### src/rtl/axi4_sys_bus_bridge_if.sv
// AXI4 slave port and single-beat system bus
// shared by the burst bridge and its master.
interface axi4_sys_bus_bridge_if #(
  parameter int DW = 32,
  parameter int AW = 32,
  parameter int IW = 12
);
  logic [IW-1:0]   axi_awid_i;
  logic [AW-1:0]   axi_awaddr_i;
  logic [7:0]      axi_awlen_i;
  logic [2:0]      axi_awsize_i;
  logic [1:0]      axi_awburst_i;
  logic            axi_awvalid_i;
  logic            axi_awready_o;
  logic [DW-1:0]   axi_wdata_i;
  logic [DW/8-1:0] axi_wstrb_i;
  logic            axi_wlast_i;
  logic            axi_wvalid_i;
  logic            axi_wready_o;
  logic [IW-1:0]   axi_bid_o;
  logic [1:0]      axi_bresp_o;
  logic            axi_bvalid_o;
  logic            axi_bready_i;
  logic [IW-1:0]   axi_arid_i;
  logic [AW-1:0]   axi_araddr_i;
  logic [7:0]      axi_arlen_i;
  logic [2:0]      axi_arsize_i;
  logic [1:0]      axi_arburst_i;
  logic            axi_arvalid_i;
  logic            axi_arready_o;
  logic [IW-1:0]   axi_rid_o;
  logic [DW-1:0]   axi_rdata_o;
  logic [1:0]      axi_rresp_o;
  logic            axi_rlast_o;
  logic            axi_rvalid_o;
  logic            axi_rready_i;
  logic [AW-1:0]   sys_addr_o;
  logic [DW-1:0]   sys_wdata_o;
  logic [DW/8-1:0] sys_sel_o;
  logic            sys_wen_o;
  logic            sys_ren_o;
  logic [DW-1:0]   sys_rdata_i;
  logic            sys_err_i;
  logic            sys_ack_i;

  modport slave (
    input  axi_awid_i, axi_awaddr_i, axi_awlen_i,
    input  axi_awsize_i, axi_awburst_i, axi_awvalid_i,
    output axi_awready_o,
    input  axi_wdata_i, axi_wstrb_i, axi_wlast_i,
    input  axi_wvalid_i,
    output axi_wready_o,
    output axi_bid_o, axi_bresp_o, axi_bvalid_o,
    input  axi_bready_i,
    input  axi_arid_i, axi_araddr_i, axi_arlen_i,
    input  axi_arsize_i, axi_arburst_i, axi_arvalid_i,
    output axi_arready_o,
    output axi_rid_o, axi_rdata_o, axi_rresp_o,
    output axi_rlast_o, axi_rvalid_o,
    input  axi_rready_i,
    output sys_addr_o, sys_wdata_o, sys_sel_o,
    output sys_wen_o, sys_ren_o,
    input  sys_rdata_i, sys_err_i, sys_ack_i
  );

  modport master (
    output axi_awid_i, axi_awaddr_i, axi_awlen_i,
    output axi_awsize_i, axi_awburst_i, axi_awvalid_i,
    input  axi_awready_o,
    output axi_wdata_i, axi_wstrb_i, axi_wlast_i,
    output axi_wvalid_i,
    input  axi_wready_o,
    input  axi_bid_o, axi_bresp_o, axi_bvalid_o,
    output axi_bready_i,
    output axi_arid_i, axi_araddr_i, axi_arlen_i,
    output axi_arsize_i, axi_arburst_i, axi_arvalid_i,
    input  axi_arready_o,
    input  axi_rid_o, axi_rdata_o, axi_rresp_o,
    input  axi_rlast_o, axi_rvalid_o,
    output axi_rready_i,
    input  sys_addr_o, sys_wdata_o, sys_sel_o,
    input  sys_wen_o, sys_ren_o,
    output sys_rdata_i, sys_err_i, sys_ack_i
  );
endinterface

### src/rtl/axi4_sys_bus_bridge.sv
// AXI4 burst slave that splits every burst into
// single-beat system bus accesses with timeout.
module axi4_sys_bus_bridge #(
  parameter int DW     = 32,
  parameter int AW     = 32,
  parameter int IW     = 12,
  parameter int TO_CYC = 255
) (
  input logic                  clk_i,
  input logic                  rstn_i,
  axi4_sys_bus_bridge_if.slave bus
);
  localparam int SW = DW / 8;
  localparam int TW = $clog2(TO_CYC + 1);
  localparam logic [2:0] LSZ = 3'($clog2(SW));
  localparam logic [TW-1:0] TO_MAX = TW'(TO_CYC);
  localparam logic [1:0] OKAY = 2'b00;
  localparam logic [1:0] SLVERR = 2'b10;

  typedef enum logic [2:0] {
    IDLE, WR_DATA, WR_BUS, WR_RESP, RD_BUS, RD_DATA
  } state_t;

  state_t state, state_nx;

  logic          last_wr;
  logic [IW-1:0] id;
  logic [AW-1:0] addr, addr_nx, step, mask;
  logic [7:0]    len, cnt;
  logic [2:0]    size, sz;
  logic [1:0]    burst;
  logic [DW-1:0] wdata, rdata;
  logic [SW-1:0] wstrb;
  logic [TW-1:0] to_cnt;
  logic          err_acc, rlast;
  logic [1:0]    rresp, bresp;
  logic          grant_wr, grant_rd, in_bus, first;
  logic          rsv, skip, tout, done, berr, last;
  logic          unused_wlast;

  assign unused_wlast = bus.axi_wlast_i;

  // Arbitration, beat completion and next beat address.
  always_comb begin
    grant_wr = bus.axi_awvalid_i
             & (~bus.axi_arvalid_i | ~last_wr);
    grant_rd = bus.axi_arvalid_i & ~grant_wr;
    in_bus = (state == WR_BUS) | (state == RD_BUS);
    first = in_bus & (to_cnt == '0);
    rsv = burst == 2'b11;
    skip = rsv | ((state == WR_BUS) & (wstrb == '0));
    tout = to_cnt == TO_MAX;
    done = in_bus & (skip | bus.sys_ack_i | tout);
    berr = rsv | (~skip & (bus.sys_ack_i ?
                           bus.sys_err_i : tout));
    last = cnt == len;
    sz = (size > LSZ) ? LSZ : size;
    step = AW'(1) << sz;
    mask = ((AW'(len) + AW'(1)) << sz) - AW'(1);
    addr_nx = addr;
    unique case (burst)
      2'b01: addr_nx = addr + step;
      2'b10: addr_nx = (addr & ~mask)
                     | ((addr + step) & mask);
      default: addr_nx = addr;
    endcase
  end

  // State register.
  always_ff @(posedge clk_i) begin
    if (!rstn_i) state <= IDLE;
    else         state <= state_nx;
  end

  // Next state and handshake/strobe outputs.
  always_comb begin
    state_nx = state;
    bus.axi_awready_o = rstn_i & (state == IDLE) & grant_wr;
    bus.axi_arready_o = rstn_i & (state == IDLE) & grant_rd;
    bus.axi_wready_o = state == WR_DATA;
    bus.axi_bvalid_o = state == WR_RESP;
    bus.axi_rvalid_o = state == RD_DATA;
    bus.sys_wen_o = first & (state == WR_BUS) & ~skip;
    bus.sys_ren_o = first & (state == RD_BUS) & ~skip;
    bus.sys_sel_o = '0;
    unique case (state)
      IDLE: begin
        if (grant_wr)      state_nx = WR_DATA;
        else if (grant_rd) state_nx = RD_BUS;
      end
      WR_DATA: if (bus.axi_wvalid_i) state_nx = WR_BUS;
      WR_BUS: begin
        bus.sys_sel_o = wstrb;
        if (done) state_nx = last ? WR_RESP : WR_DATA;
      end
      WR_RESP: if (bus.axi_bready_i) state_nx = IDLE;
      RD_BUS: begin
        bus.sys_sel_o = '1;
        if (done) state_nx = RD_DATA;
      end
      RD_DATA: begin
        if (bus.axi_rready_i)
          state_nx = rlast ? IDLE : RD_BUS;
      end
      default: state_nx = IDLE;
    endcase
  end

  // Request latch, beat data, counters and responses.
  always_ff @(posedge clk_i) begin
    if (!rstn_i) begin
      last_wr <= 1'b1;
      id      <= '0;
      addr    <= '0;
      len     <= '0;
      size    <= '0;
      burst   <= '0;
      cnt     <= '0;
      to_cnt  <= '0;
      wdata   <= '0;
      wstrb   <= '0;
      err_acc <= 1'b0;
      rdata   <= '0;
      rresp   <= OKAY;
      rlast   <= 1'b0;
      bresp   <= OKAY;
    end else begin
      to_cnt <= (in_bus & ~done) ? to_cnt + TW'(1) : '0;
      unique case (state)
        IDLE: begin
          if (grant_wr | grant_rd) begin
            id      <= grant_wr ? bus.axi_awid_i
                                : bus.axi_arid_i;
            addr    <= grant_wr ? bus.axi_awaddr_i
                                : bus.axi_araddr_i;
            len     <= grant_wr ? bus.axi_awlen_i
                                : bus.axi_arlen_i;
            size    <= grant_wr ? bus.axi_awsize_i
                                : bus.axi_arsize_i;
            burst   <= grant_wr ? bus.axi_awburst_i
                                : bus.axi_arburst_i;
            last_wr <= grant_wr;
            cnt     <= '0;
            err_acc <= 1'b0;
          end
        end
        WR_DATA: begin
          if (bus.axi_wvalid_i) begin
            wdata <= bus.axi_wdata_i;
            wstrb <= bus.axi_wstrb_i;
          end
        end
        WR_BUS: begin
          if (done) begin
            err_acc <= err_acc | berr;
            if (last) begin
              bresp <= (err_acc | berr) ? SLVERR : OKAY;
            end else begin
              cnt  <= cnt + 8'd1;
              addr <= addr_nx;
            end
          end
        end
        RD_BUS: begin
          if (done) begin
            rdata <= (rsv | ~bus.sys_ack_i) ? '0
                                            : bus.sys_rdata_i;
            rresp <= berr ? SLVERR : OKAY;
            rlast <= last;
          end
        end
        RD_DATA: begin
          if (bus.axi_rready_i & ~rlast) begin
            cnt  <= cnt + 8'd1;
            addr <= addr_nx;
          end
        end
        default: ;
      endcase
    end
  end

  assign bus.axi_bid_o   = id;
  assign bus.axi_bresp_o = bresp;
  assign bus.axi_rid_o   = id;
  assign bus.axi_rdata_o = rdata;
  assign bus.axi_rresp_o = rresp;
  assign bus.axi_rlast_o = rlast;
  assign bus.sys_addr_o  = addr;
  assign bus.sys_wdata_o = wdata;
endmodule

### src/flat_wrapper.sv
// flat-port wrapper written by rule: the top's interface ports become plain ports
module axi4_sys_bus_bridge_flat 
#(
  parameter int DW     = 32,
  parameter int AW     = 32,
  parameter int IW     = 12,
  parameter int TO_CYC = 255
)
  (clk_i, rstn_i, bus_axi_awid_i, bus_axi_awaddr_i, bus_axi_awlen_i, bus_axi_awsize_i, bus_axi_awburst_i, bus_axi_awvalid_i, bus_axi_awready_o, bus_axi_wdata_i, bus_axi_wstrb_i, bus_axi_wlast_i, bus_axi_wvalid_i, bus_axi_wready_o, bus_axi_bid_o, bus_axi_bresp_o, bus_axi_bvalid_o, bus_axi_bready_i, bus_axi_arid_i, bus_axi_araddr_i, bus_axi_arlen_i, bus_axi_arsize_i, bus_axi_arburst_i, bus_axi_arvalid_i, bus_axi_arready_o, bus_axi_rid_o, bus_axi_rdata_o, bus_axi_rresp_o, bus_axi_rlast_o, bus_axi_rvalid_o, bus_axi_rready_i, bus_sys_addr_o, bus_sys_wdata_o, bus_sys_sel_o, bus_sys_wen_o, bus_sys_ren_o, bus_sys_rdata_i, bus_sys_err_i, bus_sys_ack_i);
  axi4_sys_bus_bridge_if #(.DW(DW), .AW(AW), .IW(IW)) bus_i ();
  input logic clk_i;
  input logic rstn_i;
  input wire logic [$bits(bus_i.axi_awid_i)-1:0] bus_axi_awid_i;
  input wire logic [$bits(bus_i.axi_awaddr_i)-1:0] bus_axi_awaddr_i;
  input wire logic [$bits(bus_i.axi_awlen_i)-1:0] bus_axi_awlen_i;
  input wire logic [$bits(bus_i.axi_awsize_i)-1:0] bus_axi_awsize_i;
  input wire logic [$bits(bus_i.axi_awburst_i)-1:0] bus_axi_awburst_i;
  input wire logic [$bits(bus_i.axi_awvalid_i)-1:0] bus_axi_awvalid_i;
  output wire logic [$bits(bus_i.axi_awready_o)-1:0] bus_axi_awready_o;
  input wire logic [$bits(bus_i.axi_wdata_i)-1:0] bus_axi_wdata_i;
  input wire logic [$bits(bus_i.axi_wstrb_i)-1:0] bus_axi_wstrb_i;
  input wire logic [$bits(bus_i.axi_wlast_i)-1:0] bus_axi_wlast_i;
  input wire logic [$bits(bus_i.axi_wvalid_i)-1:0] bus_axi_wvalid_i;
  output wire logic [$bits(bus_i.axi_wready_o)-1:0] bus_axi_wready_o;
  output wire logic [$bits(bus_i.axi_bid_o)-1:0] bus_axi_bid_o;
  output wire logic [$bits(bus_i.axi_bresp_o)-1:0] bus_axi_bresp_o;
  output wire logic [$bits(bus_i.axi_bvalid_o)-1:0] bus_axi_bvalid_o;
  input wire logic [$bits(bus_i.axi_bready_i)-1:0] bus_axi_bready_i;
  input wire logic [$bits(bus_i.axi_arid_i)-1:0] bus_axi_arid_i;
  input wire logic [$bits(bus_i.axi_araddr_i)-1:0] bus_axi_araddr_i;
  input wire logic [$bits(bus_i.axi_arlen_i)-1:0] bus_axi_arlen_i;
  input wire logic [$bits(bus_i.axi_arsize_i)-1:0] bus_axi_arsize_i;
  input wire logic [$bits(bus_i.axi_arburst_i)-1:0] bus_axi_arburst_i;
  input wire logic [$bits(bus_i.axi_arvalid_i)-1:0] bus_axi_arvalid_i;
  output wire logic [$bits(bus_i.axi_arready_o)-1:0] bus_axi_arready_o;
  output wire logic [$bits(bus_i.axi_rid_o)-1:0] bus_axi_rid_o;
  output wire logic [$bits(bus_i.axi_rdata_o)-1:0] bus_axi_rdata_o;
  output wire logic [$bits(bus_i.axi_rresp_o)-1:0] bus_axi_rresp_o;
  output wire logic [$bits(bus_i.axi_rlast_o)-1:0] bus_axi_rlast_o;
  output wire logic [$bits(bus_i.axi_rvalid_o)-1:0] bus_axi_rvalid_o;
  input wire logic [$bits(bus_i.axi_rready_i)-1:0] bus_axi_rready_i;
  output wire logic [$bits(bus_i.sys_addr_o)-1:0] bus_sys_addr_o;
  output wire logic [$bits(bus_i.sys_wdata_o)-1:0] bus_sys_wdata_o;
  output wire logic [$bits(bus_i.sys_sel_o)-1:0] bus_sys_sel_o;
  output wire logic [$bits(bus_i.sys_wen_o)-1:0] bus_sys_wen_o;
  output wire logic [$bits(bus_i.sys_ren_o)-1:0] bus_sys_ren_o;
  input wire logic [$bits(bus_i.sys_rdata_i)-1:0] bus_sys_rdata_i;
  input wire logic [$bits(bus_i.sys_err_i)-1:0] bus_sys_err_i;
  input wire logic [$bits(bus_i.sys_ack_i)-1:0] bus_sys_ack_i;
  assign bus_i.axi_awid_i = bus_axi_awid_i;
  assign bus_i.axi_awaddr_i = bus_axi_awaddr_i;
  assign bus_i.axi_awlen_i = bus_axi_awlen_i;
  assign bus_i.axi_awsize_i = bus_axi_awsize_i;
  assign bus_i.axi_awburst_i = bus_axi_awburst_i;
  assign bus_i.axi_awvalid_i = bus_axi_awvalid_i;
  assign bus_axi_awready_o = bus_i.axi_awready_o;
  assign bus_i.axi_wdata_i = bus_axi_wdata_i;
  assign bus_i.axi_wstrb_i = bus_axi_wstrb_i;
  assign bus_i.axi_wlast_i = bus_axi_wlast_i;
  assign bus_i.axi_wvalid_i = bus_axi_wvalid_i;
  assign bus_axi_wready_o = bus_i.axi_wready_o;
  assign bus_axi_bid_o = bus_i.axi_bid_o;
  assign bus_axi_bresp_o = bus_i.axi_bresp_o;
  assign bus_axi_bvalid_o = bus_i.axi_bvalid_o;
  assign bus_i.axi_bready_i = bus_axi_bready_i;
  assign bus_i.axi_arid_i = bus_axi_arid_i;
  assign bus_i.axi_araddr_i = bus_axi_araddr_i;
  assign bus_i.axi_arlen_i = bus_axi_arlen_i;
  assign bus_i.axi_arsize_i = bus_axi_arsize_i;
  assign bus_i.axi_arburst_i = bus_axi_arburst_i;
  assign bus_i.axi_arvalid_i = bus_axi_arvalid_i;
  assign bus_axi_arready_o = bus_i.axi_arready_o;
  assign bus_axi_rid_o = bus_i.axi_rid_o;
  assign bus_axi_rdata_o = bus_i.axi_rdata_o;
  assign bus_axi_rresp_o = bus_i.axi_rresp_o;
  assign bus_axi_rlast_o = bus_i.axi_rlast_o;
  assign bus_axi_rvalid_o = bus_i.axi_rvalid_o;
  assign bus_i.axi_rready_i = bus_axi_rready_i;
  assign bus_sys_addr_o = bus_i.sys_addr_o;
  assign bus_sys_wdata_o = bus_i.sys_wdata_o;
  assign bus_sys_sel_o = bus_i.sys_sel_o;
  assign bus_sys_wen_o = bus_i.sys_wen_o;
  assign bus_sys_ren_o = bus_i.sys_ren_o;
  assign bus_i.sys_rdata_i = bus_sys_rdata_i;
  assign bus_i.sys_err_i = bus_sys_err_i;
  assign bus_i.sys_ack_i = bus_sys_ack_i;
  axi4_sys_bus_bridge #(.DW(DW), .AW(AW), .IW(IW), .TO_CYC(TO_CYC)) u_core (.clk_i(clk_i), .rstn_i(rstn_i), .bus(bus_i));
endmodule
### config.mk
export PLATFORM = sky130hd
export DESIGN_NAME = axi4_sys_bus_bridge_flat
export DESIGN_NICKNAME = d
export VERILOG_FILES = /design/src/rtl/axi4_sys_bus_bridge_if.sv /design/src/rtl/axi4_sys_bus_bridge.sv /design/src/flat_wrapper.sv
export SDC_FILE = /design/constraint.sdc
export NUM_CORES = 1
export LEC_CHECK = 0
export ABC_AREA = 1
export BUFFER_PORTS_ARGS = -buffer_cell sky130_fd_sc_hd__buf_2
export CAP_MARGIN = 20
export CELL_PAD_IN_SITES_DETAIL_PLACEMENT = 1
export CELL_PAD_IN_SITES_GLOBAL_PLACEMENT = 2
export CORE_UTILIZATION = 27
export DETAILED_ROUTE_END_ITERATION = 7
export PLACE_DENSITY_LB_ADDON = 0.12
export SLEW_MARGIN = 20
export SYNTH_ARGS = -nofsm -noshare
export SYNTH_HDL_FRONTEND = slang
export SYNTH_SLANG_ARGS = --single-unit
### constraint.sdc
create_clock -name clk_i -period 5.2 [get_ports clk_i]
set_input_delay 0.52 -clock clk_i [delete_from_list [all_inputs] [get_ports clk_i]]
set_output_delay 0.52 -clock clk_i [all_outputs]
set_load 0.05 [all_outputs]
==> impl_metrics.ini <==
[grt]
antenna_found_initial = 7
grt_usage = 0.211
overflow = 0
grt_max_degree = 80
grt_pass1_vias = 10000
grt_pass1_wl_um = 54200

[run_status]
status = finished clean

[worst_setup_path]
max_stage_delay_ns = 0.37
cp_data_arrival_time_ns = 3.68
critical_path_required_ns = 5.54
path_cells = inv_1, nand2_1, nor2_1, ha_1, fa_1, nand3_1, nand2_1, a21oi_1, nor2_1, nand2_1, nor2_1, nand2_1, xor2_1, inv_1, nor2_1, nor2_1, nor2_1
critical_path.max_fanout = 11
rr_worst_depth = 17
cp-start-kind = flop
endpoint_kind = flop
crit_slowest_cell = nor2_1
critPathTopFamily = simple AND/OR/NAND/NOR gates
cpMostUsedCell = nor2_1
r2r_slack_ns = 1.86
timing.rr.start = u_core.size[2]
worstSetupPathType = reg2reg
worstSetupStartpoint = u_core.size[2]
crit_buf_inv = 2

[power]
p_seq_frac = 0.240
pwr-share-clk = 0.164
p_sw_frac = 0.555
p_int_w = 0.00324
power.leakage_nw = 5.11
pwr-share-comb = 0.596
p_sw_w = 0.00404
ir_worst_vdd_v = 0.000290
power_density_nw_per_um2 = 661

[route]
drtIter0Drc = 395
viasPerCell = 4.79
drc = 0
ant_nets = 0
drt-total-wl_um = 33900
first_pass_iters = 4
vias = 9700
routedWlPerCell_um = 16.7

[clocking]
cts_resized = 0
postCtsSetupBuffers = 0
clk_pin_slew_worst_paths_ns = 0.07
clockRootBuffer = clkbuf_16
cts_tree = yes
postCtsHoldBufs = 0
ctsLongestPathBuffers = 2
cts_buffers = 17
clock_sinks = 149
htree_levels = 4
clkLatencyLatePin_ns = 0.45

[floorplanning]
dieArea_um2 = 32400
die_y_um = 180
pin_count = 328
core_region_area_um2 = 30900
row_count = 64
fp.dieW_um = 180
start_util = 0.277

[final_layout]
post-route-util = 0.357
fin_area_um2 = 11000
nets = 1820
multiInputGateArea_um2 = 4830
num-fill-cells = 4039
post_route_cells_drive_above_1_share = 0.248
area_growth_pct = 28.8
layout.cells.non_filler = 2025
regArea_um2 = 2980

[timing]
rsz0062_at_grt = false
clock.fmax_mhz = 299
max_slew_margin = 0.451
skew_ns = 0.0177
setup_viol = 0
tightest_slew_ns = 0.823
hold_viol = 0
min_period_ns = 3.34
slew_violations = 0
post-route-period-util = 0.642
fin_setup_tns_ns = 0
whs_ns = 0.311

[synth]
synth_area_um2 = 8550
synth_top_family_by_area = simple AND/OR/NAND/NOR gates
synth-seq-cells = 149
synth-compound-area-share = 0.173
async_flop_share = 0
synth_fa_ha_area_frac = 0.0228
ys.flop_type = dfxtp_1
yosysUniqueCellTypes = 47
syn_area_per_cell_um2 = 6.45
synthSimpleGateAreaFrac = 0.330
synth_xor_area_frac = 0.0328
yosys_warnings = 0
syn_inst = 1326
synth.area.mux_share = 0
ys_seq_area_frac = 0.349
synth-edff-count = 0

[worst_hold_path]
min_path_type = in2reg
min_to = u_core.bus.axi_bid_o[3]
hp-start = bus_axi_awid_i[3]
hold_depth = 3

[place]
dp_hpwl_um = 25500
place_inst = 1988
dpl_cell_area_um2 = 10400
io_buffers = 324
gp_congestion = 0.845

[job]
drv_cap = 0
==> worst max-delay path by stage <==
stage	end	slack [ns]	cells past startpoint
6_report	flop	1.86	17
5_1_grt	flop	1.53	17
4_1_cts	flop	1.79	17
3_5_place_dp	flop	1.82	17
3_3_place_gp	flop	1.87	17
2_1_floorplan	bus_axi_arready_o	1.99	4
==> layer usage <==
layer / global-route usage / vias to the layer above / part of all wire
li1: - / 4901 / -
met4: 0.0655 / 8 / 0.021
met3: 0.0626 / 48 / 0.060
met5: 0 / - / 0.0014
met1: 0.249 / 4519 / 0.44
met2: 0.364 / 224 / 0.48
==> power by group through the flow <==
stage	Combinational (W)	Clock [W]	Sequential, W
after floorplan	0.00267	0	0.00237
after global placement	0.00433	0	0.00177
after detailed placement	0.00437	0	0.00178
after CTS	0.00439	0.00124	0.00176
after global routing	0.00485	0.00128	0.00180
final	0.00434	0.00120	0.00175
==> cells by family (layout without fill, tap and decap cells) <==
group           count (synthesis)  in the layout
compound gates                276            276
xor+xnor                       32             32
fa+ha+maj                      15             15
buf+inv                       187            481
flops                         149            149
other cells                     2             11
simple gates                  665            665
==> synth_stat cells (2+ instances only) <==
cell type,instances,share of area
nand2_1,255,0.11
nor2_1,240,0.11
dfxtp_1,149,0.35
a21oi_1,122,0.071
o21ai_0,112,0.066
inv_1,101,0.044
nand3_1,100,0.059
clkbuf_1,46,0.020
xor2_1,23,0.024
nor3_1,18,0.011
nand4_1,15,0.011
buf_4,14,0.012
ha_1,14,0.020
o21ai_1,14,0.0082
a221oi_1,10,0.010
inv_2,10,0.0044
xnor2_1,9,0.0092
nor4_1,8,0.0059
buf_2,7,0.0041
nor2_2,5,0.0037
nor3b_1,5,0.0044
or2_2,5,0.0037
buf_1,4,0.0018
a211oi_1,3,0.0026
a31oi_1,3,0.0022
nand2_2,3,0.0022
nor2_4,3,0.0039
a21oi_4,2,0.0038
and3_1,2,0.0015
buf_6,2,0.0026
clkinv_1,2,0.00088
conb_1,2,0.00088
o21a_1,2,0.0018
o21bai_1,2,0.0018
o221ai_1,2,0.0020
==> worst reg2reg max path, cell delays in order (launching register included) <==
cell and delay [ns]:
dfxtp_1 0.33, inv_1 0.08, nand2_1 0.24, nor2_1 0.36, ha_1 0.26, fa_1 0.22
nand3_1 0.10, nand2_1 0.11, a21oi_1 0.16, nor2_1 0.37, nand2_1 0.23, nor2_1 0.30
nand2_1 0.10, xor2_1 0.16, inv_1 0.06, nor2_1 0.03, nor2_1 0.09, nor2_1 0.04
==> final cells by class <==
cell class | count | area share
multi-input cells | 996 | 0.439
flip-flops and latches | 149 | 0.271
repair buffers | 335 | 0.157
well taps | 396 | 0.0450
clock buffers | 21 | 0.0409
inverters | 114 | 0.0391
clock inverters | 11 | 0.00829
diodes | 3 | 0.000681
==> layout by cell type (no fill, tap or decap), types with 2 or more instances in the layout <==
master	n
buf_2	324
nand2_1	255
nor2_1	238
dfxtp_1	149
a21oi_1	120
o21ai_0	112
inv_1	100
nand3_1	100
xor2_1	23
nor3_1	18
clkbuf_16	17
nand4_1	15
o21ai_1	14
ha_1	14
inv_2	12
a221oi_1	10
xnor2_1	9
buf_4	9
nor4_1	8
conb_1	8
nor2_2	7
or2_2	5
nor3b_1	5
inv_6	4
diode_2	3
nand2_2	3
nor2_4	3
a21oi_4	3
a31oi_1	3
a211oi_1	3
clkbuf_1	3
clkinvlp_4	3
o21bai_1	2
o21a_1	2
and3_1	2
o221ai_1	2
clkinv_4	2
==> per-stage QoR <==
| stage | worst slack (ns) | power, W |
|---|---|---|
| floorplan | 1.99 | 0.00504 |
| global placement | 1.87 | 0.00610 |
| detailed placement | 1.82 | 0.00615 |
| CTS | 1.79 | 0.00740 |
| global route | 1.53 | 0.00793 |
| finish | 1.86 | 0.00729 |
Power figures use the tool's default switching activity.
